--- config.mk ---
export PLATFORM = sky130hd
export DESIGN_NAME = controller_fsm
export DESIGN_NICKNAME = d
export VERILOG_FILES = /design/src/rtl/proc_pkg.sv /design/src/rtl/reg_select_decoder.sv /design/src/rtl/controller_fsm.sv
export SDC_FILE = /design/constraint.sdc
export NUM_CORES = 1
export LEC_CHECK = 0
export ABC_AREA = 0
export CAP_MARGIN = 40
export CORE_ASPECT_RATIO = 0.8
export CORE_MARGIN = 4
export CORE_UTILIZATION = 30
export DETAILED_ROUTE_END_ITERATION = 6
export GPL_TIMING_DRIVEN = 0
export PLACE_DENSITY = 0.66
export SYNTH_ARGS = -nofsm -noshare
export SYNTH_HDL_FRONTEND = slang
export SYNTH_HIERARCHICAL = 1
export SYNTH_SLANG_ARGS = --single-unit
--- constraint.sdc ---
create_clock -name Clock -period 2.4 [get_ports Clock]
set_input_delay 0.72 -clock Clock [delete_from_list [all_inputs] [get_ports Clock]]
set_output_delay 0.72 -clock Clock [all_outputs]
set_load 0.1 [all_outputs]
--- src/rtl/proc_pkg.sv ---
// rtl/proc_pkg.sv - shared opcodes, bus-source codes and sequencer states for the simple processor
package proc_pkg;

    localparam logic [2:0] OP_MV   = 3'b000;
    localparam logic [2:0] OP_MVI  = 3'b001;
    localparam logic [2:0] OP_ADD  = 3'b010;
    localparam logic [2:0] OP_SUB  = 3'b011;
    localparam logic [2:0] OP_LD   = 3'b100;
    localparam logic [2:0] OP_ST   = 3'b101;
    localparam logic [2:0] OP_MVNZ = 3'b110;
    localparam logic [2:0] OP_ILL  = 3'b111;

    // Bus-source codes; must match the one-hot bus-select decoder downstream.
    localparam logic [3:0] SEL_R0   = 4'd0;
    localparam logic [3:0] SEL_R1   = 4'd1;
    localparam logic [3:0] SEL_R2   = 4'd2;
    localparam logic [3:0] SEL_R3   = 4'd3;
    localparam logic [3:0] SEL_R4   = 4'd4;
    localparam logic [3:0] SEL_R5   = 4'd5;
    localparam logic [3:0] SEL_R6   = 4'd6;
    localparam logic [3:0] SEL_R7   = 4'd7;
    localparam logic [3:0] SEL_G    = 4'd8;
    localparam logic [3:0] SEL_A    = 4'd9;
    localparam logic [3:0] SEL_DIN  = 4'd10;
    localparam logic [3:0] SEL_IR   = 4'd11;
    localparam logic [3:0] SEL_PC   = 4'd12;
    localparam logic [3:0] SEL_NONE = 4'd15;

    typedef enum logic [2:0] {
        S_IDLE = 3'd0,
        S_F0   = 3'd1,
        S_FW   = 3'd2,
        S_F2   = 3'd3,
        S_T1   = 3'd4,
        S_T2   = 3'd5,
        S_TW   = 3'd6,
        S_T3   = 3'd7
    } state_t;

    // Register number to bus-source code (R0-R7 occupy codes 0-7).
    function automatic logic [3:0] sel_reg(input logic [2:0] r);
        return {1'b0, r};
    endfunction

endpackage

--- src/rtl/reg_select_decoder.sv ---
// rtl/reg_select_decoder.sv - 3-to-8 one-hot register load decoder with enable
module reg_select_decoder (
    input  logic       en_i,
    input  logic [2:0] idx_i,
    output logic [7:0] onehot_o
);

    // One-hot load enable for the selected register, all-zero when disabled.
    always_comb begin
        onehot_o = '0;
        if (en_i) begin
            onehot_o = 8'd1 << idx_i;
        end
    end

endmodule

--- src/rtl/controller_fsm.sv ---
// rtl/controller_fsm.sv - instruction fetch/execute sequencer driving bus select and load strobes
module controller_fsm #(
    parameter int MEM_WAIT = 1
) (
    input  logic       Clock,
    input  logic       Resetn,
    input  logic       Run,
    input  logic [8:0] IR,
    input  logic       GNZ,
    output logic [3:0] Sel,
    output logic [7:0] RIn,
    output logic       AIn,
    output logic       GIn,
    output logic       IRIn,
    output logic       AddrIn,
    output logic       DoutIn,
    output logic       PCIncr,
    output logic       W_D,
    output logic       AddSub,
    output logic       Done
);
    import proc_pkg::*;

    // Wait-counter preloads: FW lasts MEM_WAIT cycles, TW lasts MEM_WAIT-1 cycles.
    localparam logic [1:0] FW_INIT = 2'((MEM_WAIT > 0) ? MEM_WAIT - 1 : 0);
    localparam logic [1:0] TW_INIT = 2'((MEM_WAIT > 1) ? MEM_WAIT - 2 : 0);

    state_t     state_q, state_d;
    logic [1:0] wcnt_q, wcnt_d;
    logic       rin_en;
    logic [2:0] op, rx, ry;

    assign op = IR[8:6];
    assign rx = IR[5:3];
    assign ry = IR[2:0];

    // Only X is ever a destination, so the decoder is always fed from X.
    reg_select_decoder u_rin_dec (
        .en_i     (rin_en),
        .idx_i    (rx),
        .onehot_o (RIn)
    );

    // State and wait-counter registers; reset abandons any partial instruction.
    always_ff @(posedge Clock or negedge Resetn) begin
        if (!Resetn) begin
            state_q <= S_IDLE;
            wcnt_q  <= '0;
        end else begin
            state_q <= state_d;
            wcnt_q  <= wcnt_d;
        end
    end

    // Next-state and per-cycle strobe decode from state and instruction.
    always_comb begin
        state_d = state_q;
        wcnt_d  = wcnt_q;
        Sel     = SEL_NONE;
        rin_en  = 1'b0;
        AIn     = 1'b0;
        GIn     = 1'b0;
        IRIn    = 1'b0;
        AddrIn  = 1'b0;
        DoutIn  = 1'b0;
        PCIncr  = 1'b0;
        W_D     = 1'b0;
        AddSub  = 1'b0;
        Done    = 1'b0;

        case (state_q)
            S_IDLE: begin
                if (Run) begin
                    state_d = S_F0;
                end
            end
            S_F0: begin
                Sel    = SEL_PC;
                AddrIn = 1'b1;
                PCIncr = 1'b1;
                if (MEM_WAIT > 0) begin
                    state_d = S_FW;
                    wcnt_d  = FW_INIT;
                end else begin
                    state_d = S_F2;
                end
            end
            S_FW: begin
                if (wcnt_q == 2'd0) begin
                    state_d = S_F2;
                end else begin
                    wcnt_d = wcnt_q - 2'd1;
                end
            end
            S_F2: begin
                Sel     = SEL_DIN;
                IRIn    = 1'b1;
                state_d = S_T1;
            end
            S_T1: begin
                case (op)
                    OP_MV: begin
                        Sel    = sel_reg(ry);
                        rin_en = 1'b1;
                        Done   = 1'b1;
                    end
                    OP_MVI: begin
                        Sel     = SEL_PC;
                        AddrIn  = 1'b1;
                        PCIncr  = 1'b1;
                        state_d = S_T2;
                    end
                    OP_ADD, OP_SUB: begin
                        Sel     = sel_reg(rx);
                        AIn     = 1'b1;
                        state_d = S_T2;
                    end
                    OP_LD, OP_ST: begin
                        Sel     = sel_reg(ry);
                        AddrIn  = 1'b1;
                        state_d = S_T2;
                    end
                    OP_MVNZ: begin
                        if (GNZ) begin
                            Sel    = sel_reg(ry);
                            rin_en = 1'b1;
                        end
                        Done = 1'b1;
                    end
                    default: begin
                        Done = 1'b1;
                    end
                endcase
            end
            S_T2: begin
                case (op)
                    OP_ADD, OP_SUB: begin
                        Sel     = sel_reg(ry);
                        GIn     = 1'b1;
                        AddSub  = IR[6];
                        state_d = S_T3;
                    end
                    OP_ST: begin
                        Sel    = sel_reg(rx);
                        DoutIn = 1'b1;
                        W_D    = 1'b1;
                        Done   = 1'b1;
                    end
                    OP_MVI, OP_LD: begin
                        if (MEM_WAIT > 1) begin
                            state_d = S_TW;
                            wcnt_d  = TW_INIT;
                        end else begin
                            state_d = S_T3;
                        end
                    end
                    default: begin
                        state_d = S_IDLE;
                    end
                endcase
            end
            S_TW: begin
                if (wcnt_q == 2'd0) begin
                    state_d = S_T3;
                end else begin
                    wcnt_d = wcnt_q - 2'd1;
                end
            end
            S_T3: begin
                case (op)
                    OP_MVI, OP_LD: begin
                        Sel    = SEL_DIN;
                        rin_en = 1'b1;
                    end
                    OP_ADD, OP_SUB: begin
                        Sel    = SEL_G;
                        rin_en = 1'b1;
                    end
                    default: begin
                    end
                endcase
                Done = 1'b1;
            end
            default: begin
                state_d = S_IDLE;
            end
        endcase

        // Run is only looked at here and in IDLE, so a dropped Run finishes the instruction.
        if (Done) begin
            state_d = Run ? S_F0 : S_IDLE;
        end
    end

endmodule

* After elaboration in Yosys (flattened, before gate mapping)
Index checks and enable logic that the tools add are counted.
** Storage, ports and cells
- Register bits :: 5
- Input bits :: 13
- Output and inout bits :: 21
- Logic and storage cells :: 71
** Operators by class
- $add $sub $neg :: 1
- Eq/ne operators :: 19
- Shifts and indexed selects :: 1
- Muxes and demuxes :: 34
- Reductions and logical operators :: 14
** Operator list (count)
- equality test 3 bit (second input constant) :: 7
- one-hot mux 3 bit (7 select lines) :: 1
- one-hot mux 4 bit (5 select lines) :: 1
- one-hot mux 4 bit (4 select lines) :: 1
- two-way mux 3 bit :: 5
- inequality test 3 bit (second input constant) :: 5
- two-way mux 1 bit :: 14
- equality test 3 x 2 -> 1 bit (second input constant) :: 4
- one-hot mux 3 bit (2 select lines) :: 2
- two-way mux 8 bit :: 1
- one-hot mux 1 bit (2 select lines) :: 4
- one-hot mux 4 bit (2 select lines) :: 1
- nonzero test 8 bit :: 1
- << shifter 1 x 3 -> 8 bit (first input constant) :: 1
- equality test 3 x 1 -> 1 bit (second input constant) :: 2
- logical NOT 3 bit :: 2
- AND reduction 6 bit :: 1
- OR reduction 2 bit :: 3
- OR reduction 3 bit :: 2
- OR reduction 5 bit :: 1
- two-way mux 4 bit :: 1
- one-hot mux 2 bit (2 select lines) :: 1
- OR reduction 4 bit :: 1
- one-hot mux 1 bit (3 select lines) :: 1
- other kinds (6) :: 6

* Longest topological paths before layout
- Depth in word-level cells :: 6
- Gate-level depth with buffers :: 6
- Gate-level depth less buffers :: 6

* Cells and area by module
Netlist, hierarchy kept.
** Modules (own cells, without submodules)
- controller_fsm :: instances 1, cells each 121, area each 802.0 um^2, sequential area each 125.1 um^2
- reg_select_decoder :: instances 1, cells each 8, area each 95.1 um^2, sequential area each 0.0 um^2

* Least setup slack after synthesis
OpenSTA, ideal clock, no wires.
- Path type :: input-to-output
- From :: in IR[7]
- To :: out AddSub
- Data arrival time :: 4.143 ns
- Data required time :: 1.680 ns
- Slack :: -2.463 ns
- Cell stages on the path :: 4
- Buffers on the path :: 1
- Cells stage by stage :: buf_4 > nand2b_1 > nor3b_1 > and2_1
** On the way
- Cells in the longest elaborated chain, start to end :: 4
- Elaborated cells between the ends (all ways) :: 5
- Those cells by class :: eq/ne: 2; mux: 2; reduce/logical: 1
** RTL lines
- start: declaration :: line controller_fsm.sv:8 : input logic [8:0] IR,
- equality test 3 x 2 -> 1 bit :: line controller_fsm.sv:136 : case (op)
- OR reduction 2 bit (*)
- two-way mux 1 bit (*) :: line controller_fsm.sv:136
- two-way mux 1 bit (*) :: line controller_fsm.sv:71 : case (state_q)
- end: declaration :: line controller_fsm.sv:19 : output logic AddSub,
Mark *: on every way between the ends. The rest lies on a longest branch, timed or not.

* Worst setup path after layout
- From :: in IR[7]
- To :: out RIn[4]
** On the way
- Cells in the longest elaborated chain, start to end :: 5
- Elaborated cells between the ends (all ways) :: 11
- Those cells by class :: eq/ne: 5; mux: 4; reduce/logical: 2
** RTL lines
- equality test 3 x 2 -> 1 bit, or another cell as far along :: line controller_fsm.sv:170 : case (op)
- OR reduction 4 bit (no source line)
- two-way mux 1 bit :: line controller_fsm.sv:170
- one-hot mux 1 bit (2 select lines) (*) :: line controller_fsm.sv:71
- named net rin_en :: line controller_fsm.sv:30 : logic rin_en;
- two-way mux 8 bit (*) :: line reg_select_decoder.sv:11 : if (en_i) begin
- end: declaration :: line controller_fsm.sv:11 : output logic [7:0] RIn,
The timed path passes the listed nets; every way through them passes the cells marked *.

==> results.json <==
{
  "status": "finished with violations",
  "violations": "setup timing",
  "firstDrtPassIters": 4,
  "seq_area_um2": 125,
  "ys_warn_count": 6,
  "slew_viol_final": 0,
  "boundaryPins": 34,
  "seq_area_frac_synth_pct": 13.9,
  "synth_edf_count": 0,
  "dieHeight_um": 56.9,
  "ant_nets": 0,
  "synth-xor-area-share_pct": 1.95,
  "layout_common_cells": "26 x buf_12, 12 x buf_4, 10 x buf_6, 9 x nor2_1, 7 x a21oi_1",
  "synth.largest_area_cell": "dfrtp_1",
  "finalNetCount": 202,
  "slew_headroom_pct": 73.2,
  "synth_top_family_by_area": "simple AND/OR/NAND/NOR gates",
  "grt_pass1_vias": 1349,
  "synthTopCellsByArea": "dfrtp_1 14%, a21oi_1 6.1%, nor2_1 5.9%",
  "cts-root-buf": "clkbuf_8",
  "worstSetupPathType": "in2out",
  "hold_class": "reg2reg",
  "finalSetupViolCount": 16,
  "cts_sinks": 5,
  "netlist_area_um2": 897,
  "multi_input_area_um2": 923,
  "critPathRequiredTime_ns": 1.68,
  "p_leak_nw": 0.841,
  "fin_skew_ns": 0.00385,
  "cts.path.max_buffers": 2,
  "fin_util_pct": 75.2,
  "cp_data_arrival_time_ns": 2.09,
  "critPathMaxFanout": 8,
  "min_period_over_period_pct": 117,
  "synthMuxAreaShare_pct": 1.26,
  "rsz0062_at_grt": "true",
  "grt_first_pass_wirelength_um": 6500,
  "synth_cells": 129,
  "drc": 0,
  "num_vias": 1342,
  "die_w_um": 69.1,
  "antenna_found_initial": 0,
  "layout_commonest_cell": "buf_12",
  "start_kind": "input port",
  "fmax_mhz": 355,
  "htree_levels": 1,
  "placed_area_mm2": 0.00180,
  "gp_congestion": 0.902,
  "drive_above_1_share_pct": 55.1,
  "ir_drop_mv": 1.07,
  "diodes": 0,
  "first_iter_violations": 93,
  "yosysTopAreaCellShare_pct": 13.9,
  "worstSetupEndpointType": "output pin",
  "grt_usage_pct": 20.6,
  "area_delta_synth_final_pct": 135,
  "core_area_mm2": 0.00281,
  "pre_cts_ws_ns": -1.65,
  "worst_pin_slew_ns": 0.400,
  "syn_avg_cell_area_um2": 6.95,
  "wire_per_inst_um": 18.9,
  "synth_cell_types": 48,
  "cts_hold_buf": 0,
  "finalCriticalPeriod_ns": 2.81,
  "cts_made_buffers": 3,
  "cellPowerDensity_mw_per_mm2": 1080,
  "gr-total-overflow": 0,
  "synth_compound_area_share_pct": 30.0,
  "post-route-cell-area_mm2": 0.00211,
  "port_buffers": 33,
  "ys_seq_elements": 5,
  "place_hpwl_um": 2790,
  "synth_simple_gate_area_share_pct": 42.0,
  "wirelength_um": 4240,
  "holdWs_ns": 0.600,
  "fillers": 193,
  "cts_tree": "built",
  "clk_latency_ns": 0.23,
  "path_clk_slew_ns": 0.04,
  "rows": 17,
  "hold_violations": 0,
  "start_util_pct": 32.0,
  "syn_nets": 143,
  "async_flop_share_pct": 100,
  "grt_max_degree": 11,
  "ys.flop_type": "dfrtp_1",
  "setup_slack_ns": -0.415,
  "max_cap_violations": 0,
  "via_per_inst": 5.96,
  "synthAdderAreaFrac_pct": 1.39,
  "dieArea_mm2": 0.00393
}
layout make-up:
cell class / instances / area share (%)
Multi-Input combinational cell: 106 / 43.7
Tap cell: 38 / 2.25
Buffer: 12 / 8.35
Clock buffer: 4 / 2.13
Timing Repair Buffer: 54 / 36.6
Sequential cell: 5 / 5.92
Inverter: 6 / 1.07
power breakdown:
part	internal (mW)	switching, mW	total (mW)
combinational	0.747	1.24	1.99
clock	0.114	0.0435	0.158
sequential	0.111	0.0217	0.132
registers in the layout, indices dropped and copies added, names as in the netlist:
register  flops
wcnt_q        2
state_q       3
layer usage:
metal	up-vias	part of all wire [%]	track usage, %
met5	-	0	0
met4	0	3.3	8.64
met3	18	5.5	3.94
met2	59	50	36.4
met1	665	41	24.3
li1	600	-	-
synth_stat cells, types with 2 or more instances:
cell type  count
nor2_1        14
nand2b_1       4
nor2b_1        3
a21boi_0       2
buf_2          8
and4b_2        2
a211oi_1       2
o31a_1         3
o221ai_1       2
clkbuf_1       2
xnor2_1        2
nor3_1         4
inv_1          4
o21ai_0        7
nor4_1         2
and4bb_1       2
and2_1         3
buf_4          2
a21oi_1       11
inv_2          2
dfrtp_1        5
nand3_1        5
o211ai_1       2
a31oi_1        2
nand2_1       11
cells by family after synthesis:
kind of cell / after synthesis
and+or+nand+nor: 63
xor gates and xnor gates: 2
AOI/OAI and AO/OA: 39
adders and majority gates: 1
DFF: 5
buffers and inverters: 18
muxes: 1
through the flow:
stage,total power [mW],std cells,setup TNS (ns)
detailed placement,1.91,221,-25.79
floorplan,1.33,129,-7.02
finish,2.28,225,-4.88
global route,2.37,225,-5.36
CTS,2.17,219,-4.75
global placement,1.62,200,-33.28
final timing paths:
check | slack, ns | cells after the start | end | start
setup / recovery | -0.41 | 9 | RIn[4] | IR[7]
min in group asynchronous | 0.72 | 1 | wcnt_q[0] | Resetn
max in group asynchronous | 1.49 | 1 | state_q[1] | Resetn
setup reg to reg | 1.00 | 5 | wcnt_q[1] | state_q[2]
hold reg to reg | 0.60 | 2 | wcnt_q[0] | wcnt_q[0]
hold / removal | 0.60 | 2 | wcnt_q[0] | wcnt_q[0]
repair_timing:
item | 4_1_cts | 5_1_grt
gates cloned | 1 | 0
buffers inserted | 12 | 8
endpoints found under the setup margin | 21 | 18
gates resized for setup | 81 | 17
pin swaps | 17 | 14
critical path, stage by stage:
cell and delay [ns]:
buf_12 0.12, buf_12 0.13, nand2_4 0.05, o22ai_2 0.07, and3b_1 0.18, o31a_1 0.30, buf_6 0.14, and4bb_4 0.21
buf_12 0.16
(Power assumes the default switching activity.)
